--- config.mk ---
export PLATFORM = sky130hd
export DESIGN_NAME = chnl_tx_arbiter
export DESIGN_NICKNAME = d
export VERILOG_FILES = /design/src/rtl/chnl_tx_arbiter.sv
export SDC_FILE = /design/constraint.sdc
export NUM_CORES = 1
export LEC_CHECK = 0
export CAP_MARGIN = 20
export CORE_AREA = 4 4 146 148
export CTS_CLUSTER_DIAMETER = 150
export DETAILED_ROUTE_END_ITERATION = 10
export DIE_AREA = 0 0 150 152
export GPL_TIMING_DRIVEN = 0
export PLACE_DENSITY = 0.71
export SLEW_MARGIN = 20
export SYNTH_ARGS = -nofsm -noshare
export SYNTH_HDL_FRONTEND = slang
export SYNTH_SLANG_ARGS = --single-unit
export TNS_END_PERCENT = 50
--- constraint.sdc ---
create_clock -name CLK -period 7.9 [get_ports CLK]
set_clock_uncertainty 0.1 [all_clocks]
set_input_delay 1.975 -clock CLK [delete_from_list [all_inputs] [get_ports CLK]]
set_output_delay 1.975 -clock CLK [all_outputs]
set_load 0.05 [all_outputs]
--- src/rtl/chnl_tx_arbiter.sv ---
`default_nettype none
// +--------------------------------------------------------------------------+
// | chnl_tx_arbiter: shares one RIFFA TX channel among C_NUM_REQ sources.    |
// | Build option CHNL_TX_ARB_RR_EN selects round-robin; default is fixed.    |
// | Revision: 1.0                                                            |
// +--------------------------------------------------------------------------+
module chnl_tx_arbiter #(
  parameter [8:0] C_PCI_DATA_WIDTH = 9'd32,
  parameter int   C_NUM_REQ        = 4
) (
  input  logic                                    CLK,
  input  logic                                    RST,
  input  logic [C_NUM_REQ-1:0]                    REQ,
  input  logic [32*C_NUM_REQ-1:0]                 REQ_LEN,
  input  logic [C_PCI_DATA_WIDTH*C_NUM_REQ-1:0]   REQ_DATA,
  input  logic [C_NUM_REQ-1:0]                    REQ_DATA_VALID,
  output logic [C_NUM_REQ-1:0]                    REQ_DATA_REN,
  output logic [C_NUM_REQ-1:0]                    GRANT,
  output logic [C_NUM_REQ-1:0]                    REQ_DONE,
  output logic                                    CHNL_TX_CLK,
  output logic                                    CHNL_TX,
  input  logic                                    CHNL_TX_ACK,
  output logic                                    CHNL_TX_LAST,
  output logic [31:0]                             CHNL_TX_LEN,
  output logic [30:0]                             CHNL_TX_OFF,
  output logic [C_PCI_DATA_WIDTH-1:0]             CHNL_TX_DATA,
  output logic                                    CHNL_TX_DATA_VALID,
  input  logic                                    CHNL_TX_DATA_REN
);

  localparam int              c_WORDS = int'(C_PCI_DATA_WIDTH) / 32;
  localparam int              c_IDXW  = (C_NUM_REQ > 1) ? $clog2(C_NUM_REQ) : 1;
  localparam [c_IDXW:0]       c_NREQ  = (c_IDXW+1)'(C_NUM_REQ);
  localparam [c_IDXW-1:0]     c_LAST  = c_IDXW'(C_NUM_REQ - 1);

  typedef enum logic [1:0] {
    S_IDLE  = 2'd0,
    S_START = 2'd1,
    S_DATA  = 2'd2,
    S_DONE  = 2'd3
  } state_t;

  state_t                      r_state;
  logic [c_IDXW-1:0]           r_gidx;
  logic [C_NUM_REQ-1:0]        r_grant;
  logic [C_NUM_REQ-1:0]        r_done;
  logic                        r_tx;
  logic [31:0]                 r_len;
  logic [31:0]                 r_cnt;

  logic [C_NUM_REQ-1:0]        w_rot;
  logic [c_IDXW-1:0]           w_off;
  logic [c_IDXW-1:0]           w_win_idx;
  logic                        w_win_vld;
  logic [C_NUM_REQ-1:0]        w_win_oh;
  logic [31:0]                 w_win_len;
  logic [C_PCI_DATA_WIDTH-1:0] w_sel_data;
  logic                        w_sel_vld;
  logic                        w_in_data;
  logic                        w_beat;
  logic [32:0]                 w_cnt_nxt;
  logic                        w_last;

`ifdef CHNL_TX_ARB_RR_EN
  logic [c_IDXW-1:0]           r_ptr;
  logic [2*C_NUM_REQ-1:0]      w_dbl;
  logic [c_IDXW:0]             w_sum;

  // Rotate the request vector so the search begins at r_ptr.
  always_comb begin
    w_dbl = {REQ, REQ} >> r_ptr;
    w_rot = w_dbl[C_NUM_REQ-1:0];
  end
`else
  always_comb begin
    w_rot = REQ;
  end
`endif

  always_comb begin
    w_off     = '0;
    w_win_vld = 1'b0;
    for (int k = C_NUM_REQ - 1; k >= 0; k--) begin
      if (w_rot[k]) begin
        w_off     = c_IDXW'(k);
        w_win_vld = 1'b1;
      end
    end
  end

`ifdef CHNL_TX_ARB_RR_EN
  always_comb begin
    w_sum     = {1'b0, r_ptr} + {1'b0, w_off};
    if (w_sum >= c_NREQ) begin
      w_sum = w_sum - c_NREQ;
    end
    w_win_idx = w_sum[c_IDXW-1:0];
  end
`else
  always_comb begin
    w_win_idx = w_off;
  end
`endif

  always_comb begin
    w_win_oh   = '0;
    w_win_len  = '0;
    w_sel_data = '0;
    w_sel_vld  = 1'b0;
    for (int k = 0; k < C_NUM_REQ; k++) begin
      if (w_win_idx == c_IDXW'(k)) begin
        w_win_oh[k] = 1'b1;
        w_win_len   = REQ_LEN[k*32 +: 32];
      end
      if (r_gidx == c_IDXW'(k)) begin
        w_sel_data = REQ_DATA[k*C_PCI_DATA_WIDTH +: C_PCI_DATA_WIDTH];
        w_sel_vld  = REQ_DATA_VALID[k];
      end
    end
  end

  // Count is widened by one bit so a length near 2^32 cannot wrap the compare.
  always_comb begin
    w_in_data = (r_state == S_DATA);
    w_beat    = w_in_data & w_sel_vld & CHNL_TX_DATA_REN;
    w_cnt_nxt = {1'b0, r_cnt} + 33'(c_WORDS);
    w_last    = (w_cnt_nxt >= {1'b0, r_len});
  end

  always_ff @(posedge CLK or posedge RST) begin
    if (RST) begin
      r_state <= S_IDLE;
      r_gidx  <= '0;
      r_grant <= '0;
      r_done  <= '0;
      r_tx    <= 1'b0;
      r_len   <= '0;
      r_cnt   <= '0;
`ifdef CHNL_TX_ARB_RR_EN
      r_ptr   <= '0;
`endif
    end else begin
      r_done <= '0;
      case (r_state)
        S_IDLE: begin
          if (w_win_vld) begin
            r_gidx  <= w_win_idx;
            r_grant <= w_win_oh;
            r_len   <= w_win_len;
            r_cnt   <= '0;
            r_tx    <= 1'b1;
            r_state <= S_START;
          end
        end
        S_START: begin
          if (CHNL_TX_ACK) begin
            if (r_len == 32'd0) begin
              r_tx    <= 1'b0;
              r_done  <= r_grant;
              r_state <= S_DONE;
            end else begin
              r_state <= S_DATA;
            end
          end
        end
        S_DATA: begin
          if (w_beat) begin
            r_cnt <= w_cnt_nxt[31:0];
            if (w_last) begin
              r_tx    <= 1'b0;
              r_done  <= r_grant;
              r_state <= S_DONE;
            end
          end
        end
        S_DONE: begin
          r_grant <= '0;
`ifdef CHNL_TX_ARB_RR_EN
          r_ptr   <= (r_gidx == c_LAST) ? '0 : r_gidx + 1'b1;
`endif
          r_state <= S_IDLE;
        end
        default: begin
          r_state <= S_IDLE;
        end
      endcase
    end
  end

  // Data path is a pure mux so reset silences it in the same cycle.
  assign REQ_DATA_REN       = (w_in_data && CHNL_TX_DATA_REN) ? r_grant : '0;
  assign CHNL_TX_DATA       = w_in_data ? w_sel_data : '0;
  assign CHNL_TX_DATA_VALID = w_in_data & w_sel_vld;
  assign GRANT              = r_grant;
  assign REQ_DONE           = r_done;
  assign CHNL_TX            = r_tx;
  assign CHNL_TX_LEN        = r_len;
  assign CHNL_TX_CLK        = CLK;
  assign CHNL_TX_LAST       = 1'b1;
  assign CHNL_TX_OFF        = '0;

endmodule
`default_nettype wire

==> results of run 1 <==
## path summary, 6_finish.rpt
kind | from | endpoint | slack [ns] | cells after the start
min in group asynchronous | RST | r_cnt[23] | 1.73 | 2
worst max-delay path | CLK | CHNL_TX_CLK | 0.81 | 4
worst max register to register | r_cnt[0] | REQ_DONE[2] | 3.49 | 13
max in group asynchronous | RST | GRANT[3] | 5.38 | 3
worst min-delay path | CHNL_TX | CHNL_TX | 0.44 | 1
worst min register to register | CHNL_TX | CHNL_TX | 0.44 | 1
## registers in the layout (all words and copies together), names as in the netlist
| signal | count |
|---|---|
| CHNL_TX | 1 |
| CHNL_TX_LEN | 32 |
| GRANT | 4 |
| REQ_DONE | 4 |
| r_cnt | 32 |
| r_gidx | 2 |
| r_state | 2 |
## through the flow
| step | util | cell area, µm² |
|---|---|---|
| after global routing | 0.543 | 10900 |
| after global placement | 0.521 | 10400 |
| after floorplan | - | 6640 |
| final | 0.543 | 10900 |
| after detailed placement | 0.523 | 10500 |
| after CTS | 0.543 | 10900 |
## worst register-to-register path, stage by stage (launching register included)
cell and delay, ns:
dfrtp_1 0.43, ha_1 0.25, nand3_1 0.26, or4_4 0.67, nor2_8 0.19, nand3_4 0.09
xnor2_2 0.16, ha_1 0.31, and4_1 0.21, a221oi_1 0.50, a21boi_0 0.31, a21oi_1 0.29
a2bb2oi_1 0.39, nor2_1 0.11
## area by class of cell
cell class                      count  share of cell area
Antenna cell                        2            0.000460
Buffer                             74              0.0383
Clock buffer                       16              0.0314
Clock inverter                      4             0.00644
Inverter                           45              0.0158
Multi-Input combinational cell    533               0.380
Sequential cell                    77               0.177
Tap cell                          270              0.0310
Timing Repair Buffer              346               0.320
## routing by layer
metal	wire length, µm	global-route usage	up-vias
met5	7	0	-
met4	801	0.0723	2
met3	2520	0.0876	49
met2	14700	0.425	297
met1	11900	0.327	3428
li1	-	-	3333
## cells in the final DEF (no fill, tap or decap), drive strengths merged, types with 10 or more instances in the layout
master	synthesis	final
a22o	54	54
inv	45	45
dfrtp	77	77
nand4	18	18
clkdlybuf4s50	0	346
buf	44	45
xnor2	21	21
conb	2	32
nor2	27	27
nor4	12	12
ha	38	38
mux4	33	33
clkbuf	30	45
a21oi	21	21
o21ai	55	55
a221oi	34	34
nand2	66	66
and2	39	39
nand3	18	18
and3	10	10
## cells by family after synthesis
kind of cell | after synthesis
adder cells (fa/ha/maj) | 38
AND/OR/NAND/NOR | 209
multiplexers | 34
XOR/XNOR | 30
flip-flops | 77
other | 2
AO/OA/AOI/OAI | 190
buffers and inverters | 119
## power breakdown
part / switching, W / internal [W]
clock network: 0.000204 / 0.000372
logic: 0.00121 / 0.000761
registers: 0.000144 / 0.000495
total: 0.00156 / 0.00163
==> results.md, run 1 <==
- CP max stage delay: 0.70 ns
- Min Hold Slack: 0.436 ns
- I/O pins: about 380
- CP delay by family, top: buffers and inverters
- Worst-path cell chain: clkbuf_16 -> clkbuf_16 -> buf_4 -> clkdlybuf4s50_1
- Dpl hpwl: roughly 25 mm
- Post-route ant nets: 0
- Vias after detailed routing: 7109
- Post-layout nets: around 1.4k
- Clk slew on worst S/H paths: 0.06 ns
- Cell row count: 52
- Synth Area in Adders: 0.0728
- Area contributors post-synth: dfrtp_1 (30%), mux4_2 (11%), ha_1 (7.3%)
- GR Overflow Total: 0
- LEAKAGE: 4.63 nW
- I/O Buffers: 346
- Core Area: 0.0200 mm²
- Share of cells above drive strength 1: 0.0977
- Path type of the worst setup path: clk2out
- GP Congestion: 0.928
- Library cells used by synthesis: 53
- Synth Area in XOR/XNOR: 0.0425
- Warnings, synthesis: 0
- # fillers: 1860
- Setup WS post-layout: 0.810 ns
- Main combinational cell family by area after synthesis: compound AO/OA/AOI/OAI gates
- First-pass GRT wire length: about 44 mm
- Status: finished, final reports clean
- Fin. Hold Viols: 0
- Syn Inst Count: 699
- Register area: 0.00193 mm²
- Setup Fix Bufs, Post-CTS: 0
- Number of global-route vias before repair: around 7.2k
- Syn avg cell area: 9.34 µm²
- Complex-gate fraction of the synthesized area: 0.208
- CP Buf/Inv Count: 4
- Overall power: 0.00319 W
- Routed WL: 29.9 mm
- Die width: 150 µm
- Max FO, Critical Path: 2
- 1st-pass router iterations: 6
- Crit. End Element: primary output
- Die height: 152 µm
- Most common cell in the synthesized netlist: dfrtp_1
- # DRC: 0
- Initial antenna violation count: 3
- Pwr/cell area: 293 mW/mm²
- Die area: between 0.02 and 0.025 mm²
- Most used cell, CP: clkbuf_16
- Sequential fraction of the synthesis area: 0.295
- Initial cell density of the core: 0.326
- Synthesis-to-finish area growth: 66.6%
- RSZ-0062 raised after global routing: false
- Synth Cell Area: 0.00653 mm²
- Tot GR Track Use: 0.260
- Mux cell area share after synthesis: 0.116
- Fin. max-slew vios: 0
- Max-cap violations: 0
- EDFF count, synth: 0
- Via density per instance: 5.20
- Cts repair resizes: 0
- Dominant synthesized flop cell: dfrtp_1
- CTS tree: done
- TNS Setup: 0 ns
- Worst slack, placed: 1.09 ns
- Yosys reg bits: 77
- Slew Limit Headroom: 0.289
- WP data arrival: 5.01 ns
- Largest net degree at the start of global routing: 57
- Dominant cell type by area after synthesis: dfrtp_1
- Final setup fails: 0
- VDD IR max: 0.142 mV
- Worst Tran Pin Value: 1.06 ns
- Worst min-delay path class: reg2reg
- Placed Instances: roughly 1.3k
- Simple-gate share of the synthesized area: 0.175
- Required @ worst endpoint: just under 6 ns
- Clock Latency Late Sink: 0.46 ns
- Top cells by count, synth: dfrtp_1 (77), nand2_1 (66), a22o_1 (54), inv_1 (45), o21ai_0 (45)
- CP startpoint kind: clock port
- Multi-input gate area: 0.00413 mm²
- Cell Count, Final, Fillers Out: 1367
- CP max stage cell: clkdlybuf4s50_1
- Routed length per placed instance: 21.9 µm
- Number of hold buffers added after cts: 0
- Yosys top cell area share: 0.295
- Async SR Flop Fraction: 1.00
- Starting DRT DRC Count: roughly 640
No activity file was read; power rests on OpenSTA's default activity.
==> run 2: changes to the inputs <==
--- a/config.mk
+++ b/config.mk
@@ -7,7 +7,6 @@
 export LEC_CHECK = 0
 export CAP_MARGIN = 20
 export CORE_AREA = 4 4 146 148
-export CTS_CLUSTER_DIAMETER = 150
 export DETAILED_ROUTE_END_ITERATION = 10
 export DIE_AREA = 0 0 150 152
 export GPL_TIMING_DRIVEN = 0
==> results of run 2 <==
Final layout, timing and power as in run 1 (identical DEF).
==> variant 1 (config.mk and constraints of run 2) <==
Make the reset (`RST`) synchronous in one clocked block.
--- a/src/rtl/chnl_tx_arbiter.sv
+++ b/src/rtl/chnl_tx_arbiter.sv
@@ -127,7 +127,7 @@
     w_last    = (w_cnt_nxt >= {1'b0, r_len});
   end
 
-  always_ff @(posedge CLK or posedge RST) begin
+  always_ff @(posedge CLK) begin
     if (RST) begin
       r_state <= S_IDLE;
       r_gidx  <= '0;
Behaviour: differs if RST is asserted again (counterexample within 4 cycles, from zero or initial values and one cycle with RST high); with RST held inactive, the same outputs for 4 cycles.
==> variant 1 against run 2 <==
- final area is 3.2% lower
- worst hold slack worse by 79 ps
- die area stayed put
- count of clock-buffer cells in the layout is 2 lower
- critical path depth stayed put
- synthesized area is 5.1% lower
- setup slack better by 16 ps
- first-iteration DRC count is 2.6% lower
- power is 16% lower
- register-to-register slack better by 20 ps
- sequential cell count stayed put
- final cell count is 0.37% higher
- largest power group unchanged
- routed wire length is 8.9% lower
==> variant 1: results (changes against run 2) <==
- Post-CTS setup buffers: 0 (unchanged)
- R2R cell count: 14 (+1)
- Hpwl dp: 23000 µm (-8.4%)
- Maximum VDD drop: 0.000228 V (+61%)
- GPL Wtd Cong: 0.886 (-4.5%)
- Vias in the first global route: 7213 (-0.41%)
- Starting DRT DRC Count: 625 (-2.6%)
- Arrival time worst endpoint: 5000 ps (about the same)
- Synth warn: 0 (unchanged)
- Leak: 4.06 nW (-12%)
- First-pass GRT wire length: 40000 µm (-9.7%)
- Routed wire length: 27200 µm (-8.9%)
- Clock slew seen by the registers of the worst setup and hold paths: 60 ps (about the same)
- Largest net degree at the start of global routing: 14 (-75%)
- Port Buffers: 344 (-0.58%)
- Layout Cells excl Fill: 1372 (+0.37%)
- CTS resizes: 0 (unchanged)
- Seq/Total Area, Yosys: 24.9% (-4.6 points)
- Mapped Cells: 706 (+1.0%)
- Vias: 7221 (+1.6%)
- FF-to-FF setup slack: 3510 ps (+20 ps)
- GRT Util Overall: 22.6% (-3.4 points)
- Status: complete, no violations
- RR Endpoint: CHNL_TX
- CP Capture Point: CHNL_TX_CLK
- Initial antenna violation count: 3 (unchanged)
- Crit Path Max Fanout: 2 (unchanged)
- Ys async rst share: 0% (-100 points)
- Synth top area cells: dfxtp_1 (25%), mux4_2 (12%), ha_1 (7.7%)
- Synth cell count leaders: dfxtp_1 (77), a21oi_1 (61), nor2_1 (46)
- Clock Latency Late Sink: 470 ps
- Worst Hold Class: flop to flop
- Yosys cell types: 54 (+1.9%)
- R2R Path Start: r_cnt[0]
- Ratio of cells with drive above 1 in the final layout: 10.7% (+0.97 points)
- Final Hold Fails: 0 (unchanged)
- Router iterations before antenna repair: 7 (+1)
- Slew @ Worst Pin: 972 ps (-92.3 ps)
- Worst Setup SP: CLK
[variant 1: how the worst min path moves through the flow]
stage / from / end / slack (ps) / depth (start not counted)
after global routing: r_cnt[30] / r_cnt[30] / 390 / 2
after detailed placement: r_cnt[30] / r_cnt[30] / 350 / 2
after global placement: r_cnt[30] / r_cnt[30] / 340 / 2
final: r_cnt[30] / r_cnt[30] / 360 / 2
after floorplan: r_cnt[30] / r_cnt[30] / 330 / 2
after CTS: r_cnt[30] / r_cnt[30] / 360 / 2
[variant 1: metal layers]
layer / share of wire [%] / up-vias / global-route usage (%) / wire, µm
li1: - / 3426 / - / -
met1: 36 / 3397 / 24.3 / 9920
met2: 51 / 343 / 40.7 / 13800
met3: 9.0 / 55 / 6.32 / 2450
met4: 3.9 / 0 / 10.2 / 1060
met5: 0 / - / 0 / 0
[variant 1: cell type report]
class	count	area (µm²)
Timing Repair Buffer	343	3430
Inverter	43	161
Clock inverter	6	109
Sequential cell	77	1540
Fill cell	1889	9510
Tap cell	270	338
Clock buffer	14	324
Buffer	88	489
Multi-Input combinational cell	528	4130
Antenna cell	3	7.51
[variant 1: kinds of logic (layout without fill, tap and decap cells)]
group / Yosys count / in the layout / share of synthesized area (%)
DFF: 77 / 77 / 24.9
other: 2 / 35 / 0.121
and+or+nand+nor: 195 / 195 / 17.0
buffers and inverters: 131 / 494 / 10.5
AOI/OAI and AO/OA: 199 / 199 / 23.4
adders and majority gates: 38 / 38 / 7.67
muxes: 35 / 35 / 12.4
xor gates and xnor gates: 29 / 29 / 4.10
[variant 1: power by group]
group | total, mW | internal [mW] | switching (mW)
Combinational | 1.54 | 0.604 | 0.935
Clock | 0.605 | 0.396 | 0.208
Sequential | 0.546 | 0.469 | 0.0763
[variant 1: critical path, cell delays in order]
cell,delay (ps)
clkbuf_16,120
clkbuf_16,130
buf_4,120
clkdlybuf4s50_1,690
[variant 1: per-stage QoR]
stage	cell area [µm²]	total power [mW]	setup WS (ps)	hold WS, ps	util, %
finish	10500	2.69	826	357	52.5
floorplan	6310	1.55	1710	332	-
detailed placement	10100	2.12	1090	352	50.4
CTS	10500	2.69	816	359	52.5
global placement	10100	2.10	1090	342	50.4
global route	10500	2.82	802	390	52.5
==> variant 2 (config.mk and constraints of run 2) <==
Without the edit above. `C_NUM_REQ`: 4 -> 2.
--- a/src/rtl/chnl_tx_arbiter.sv
+++ b/src/rtl/chnl_tx_arbiter.sv
@@ -6,7 +6,7 @@
 // +--------------------------------------------------------------------------+
 module chnl_tx_arbiter #(
   parameter [8:0] C_PCI_DATA_WIDTH = 9'd32,
-  parameter int   C_NUM_REQ        = 4
+  parameter int   C_NUM_REQ        = 2
 ) (
   input  logic                                    CLK,
   input  logic                                    RST,
Ports: changed (7 resized); port bits go from 379 to 241. No check against the original RTL was run, so the function may have changed too.
==> variant 2 against run 2 <==
- first-iteration DRC count shrank 51%
- sequential cell count fell by 5
- critical path type unchanged
- worst hold slack better by 2.5 ps
- count of clock-buffer cells in the layout rose by 1
- power decreased by 15%
- synthesized area is 17% lower
- largest power group unchanged
- final area is 24% lower
- routed wire length decreased by 41%
- setup slack improved by 1.0 ps
==> variant 2: results (changes against run 2) <==
- Seq/Total Area, Yosys: 33.3% (+3.8 points)
- Net switching power: 1.38 mW (-12%)
- GRT Util Overall: 15.5% (-10 points)
- Status: complete, no violations
- Nets: 1043 (-25%)
- Yosys cell types: 51 (-3.8%)
- RR Endpoint: r_state[1]
- Router iterations before antenna repair: 5 (-1)
- Largest net degree at the start of global routing: 50 (-12%)
- Synth Area in Compound Gates: 14.7% (-6.1 points)
- Hold Crit Endpoint: r_cnt[26]
- Leak: 3.70 nW (-20%)
- FF-to-FF setup slack: 3460 ps (-30 ps)
- Seq pwr: 589 µW (-7.8%)
- Starting DRT DRC Count: 315 (-51%)
- Maximum VDD drop: 0.000219 V (+54%)
- M3 GR Usage: 3.93% (-4.8 points)
- Post-synthesis xor/xnor area fraction: 4.99% (+0.74 points)
- Post-Synth Adder-Cell Area: 8.78% (+1.5 points)
- Synth top area cells: dfrtp_1 (33%), mux2i_1 (12%), ha_1 (8.8%)
- Met3 WL post-DR: 1270 µm (-50%)
- GRT met1 Usage: 18.1% (-15 points)
- Antenna diodes: 0 (-2)
- Power Combinational: 1.63 mW (-17%)
- GPL Wtd Cong: 0.850 (-8.4%)
- Slew HR: 32.1% (+3.2 points)
- Logic pwr share: 60.3% (-1.6 points)
- Synth cell count leaders: dfrtp_1 (72), mux2i_1 (65), o21ai_0 (56)
- Wirelength per Cell: 15.5 µm (-29%)
- Tightest hold margin: 438 ps (+2.51 ps)
- Main combinational cell family by area after synthesis: simple AND/OR/NAND/NOR gates
- First-pass GRT wire length: 28100 µm (-37%)
- DRT met1 WL: 7030 µm (-41%)
- Vias: 5385 (-24%)
[variant 2: cell families (layout without fill, tap and decap cells)]
family                   Yosys count  in the layout
other                              2             32
buffers and inverters             98            326
flip-flops                        72             72
adder cells (fa/ha/maj)           38             38
AO/OA/AOI/OAI                    127            127
XOR/XNOR                          30             30
AND/OR/NAND/NOR                  182            182
multiplexers                      67             67
[variant 2: cell type report]
cell class	instances	area (µm²)
clock buffers	17	335
well taps	270	338
fillers	2022	11700
clock inverters	3	17.5
repair buffers	208	2100
multi-input cells	476	3230
flip-flops and latches	72	1800
inverters	38	145
plain buffers	60	354
[variant 2: metrics by stage]
step                      area [µm²]  util (%)  instances  setup WS, ps
after global placement          7950      39.6       1124          1090
after detailed placement        7980      39.8       1125          1090
final                           8320      41.5       1144           811
after global routing            8320      41.5       1144           789
after floorplan                 5530         -        646          1710
after CTS                       8320      41.5       1144           807
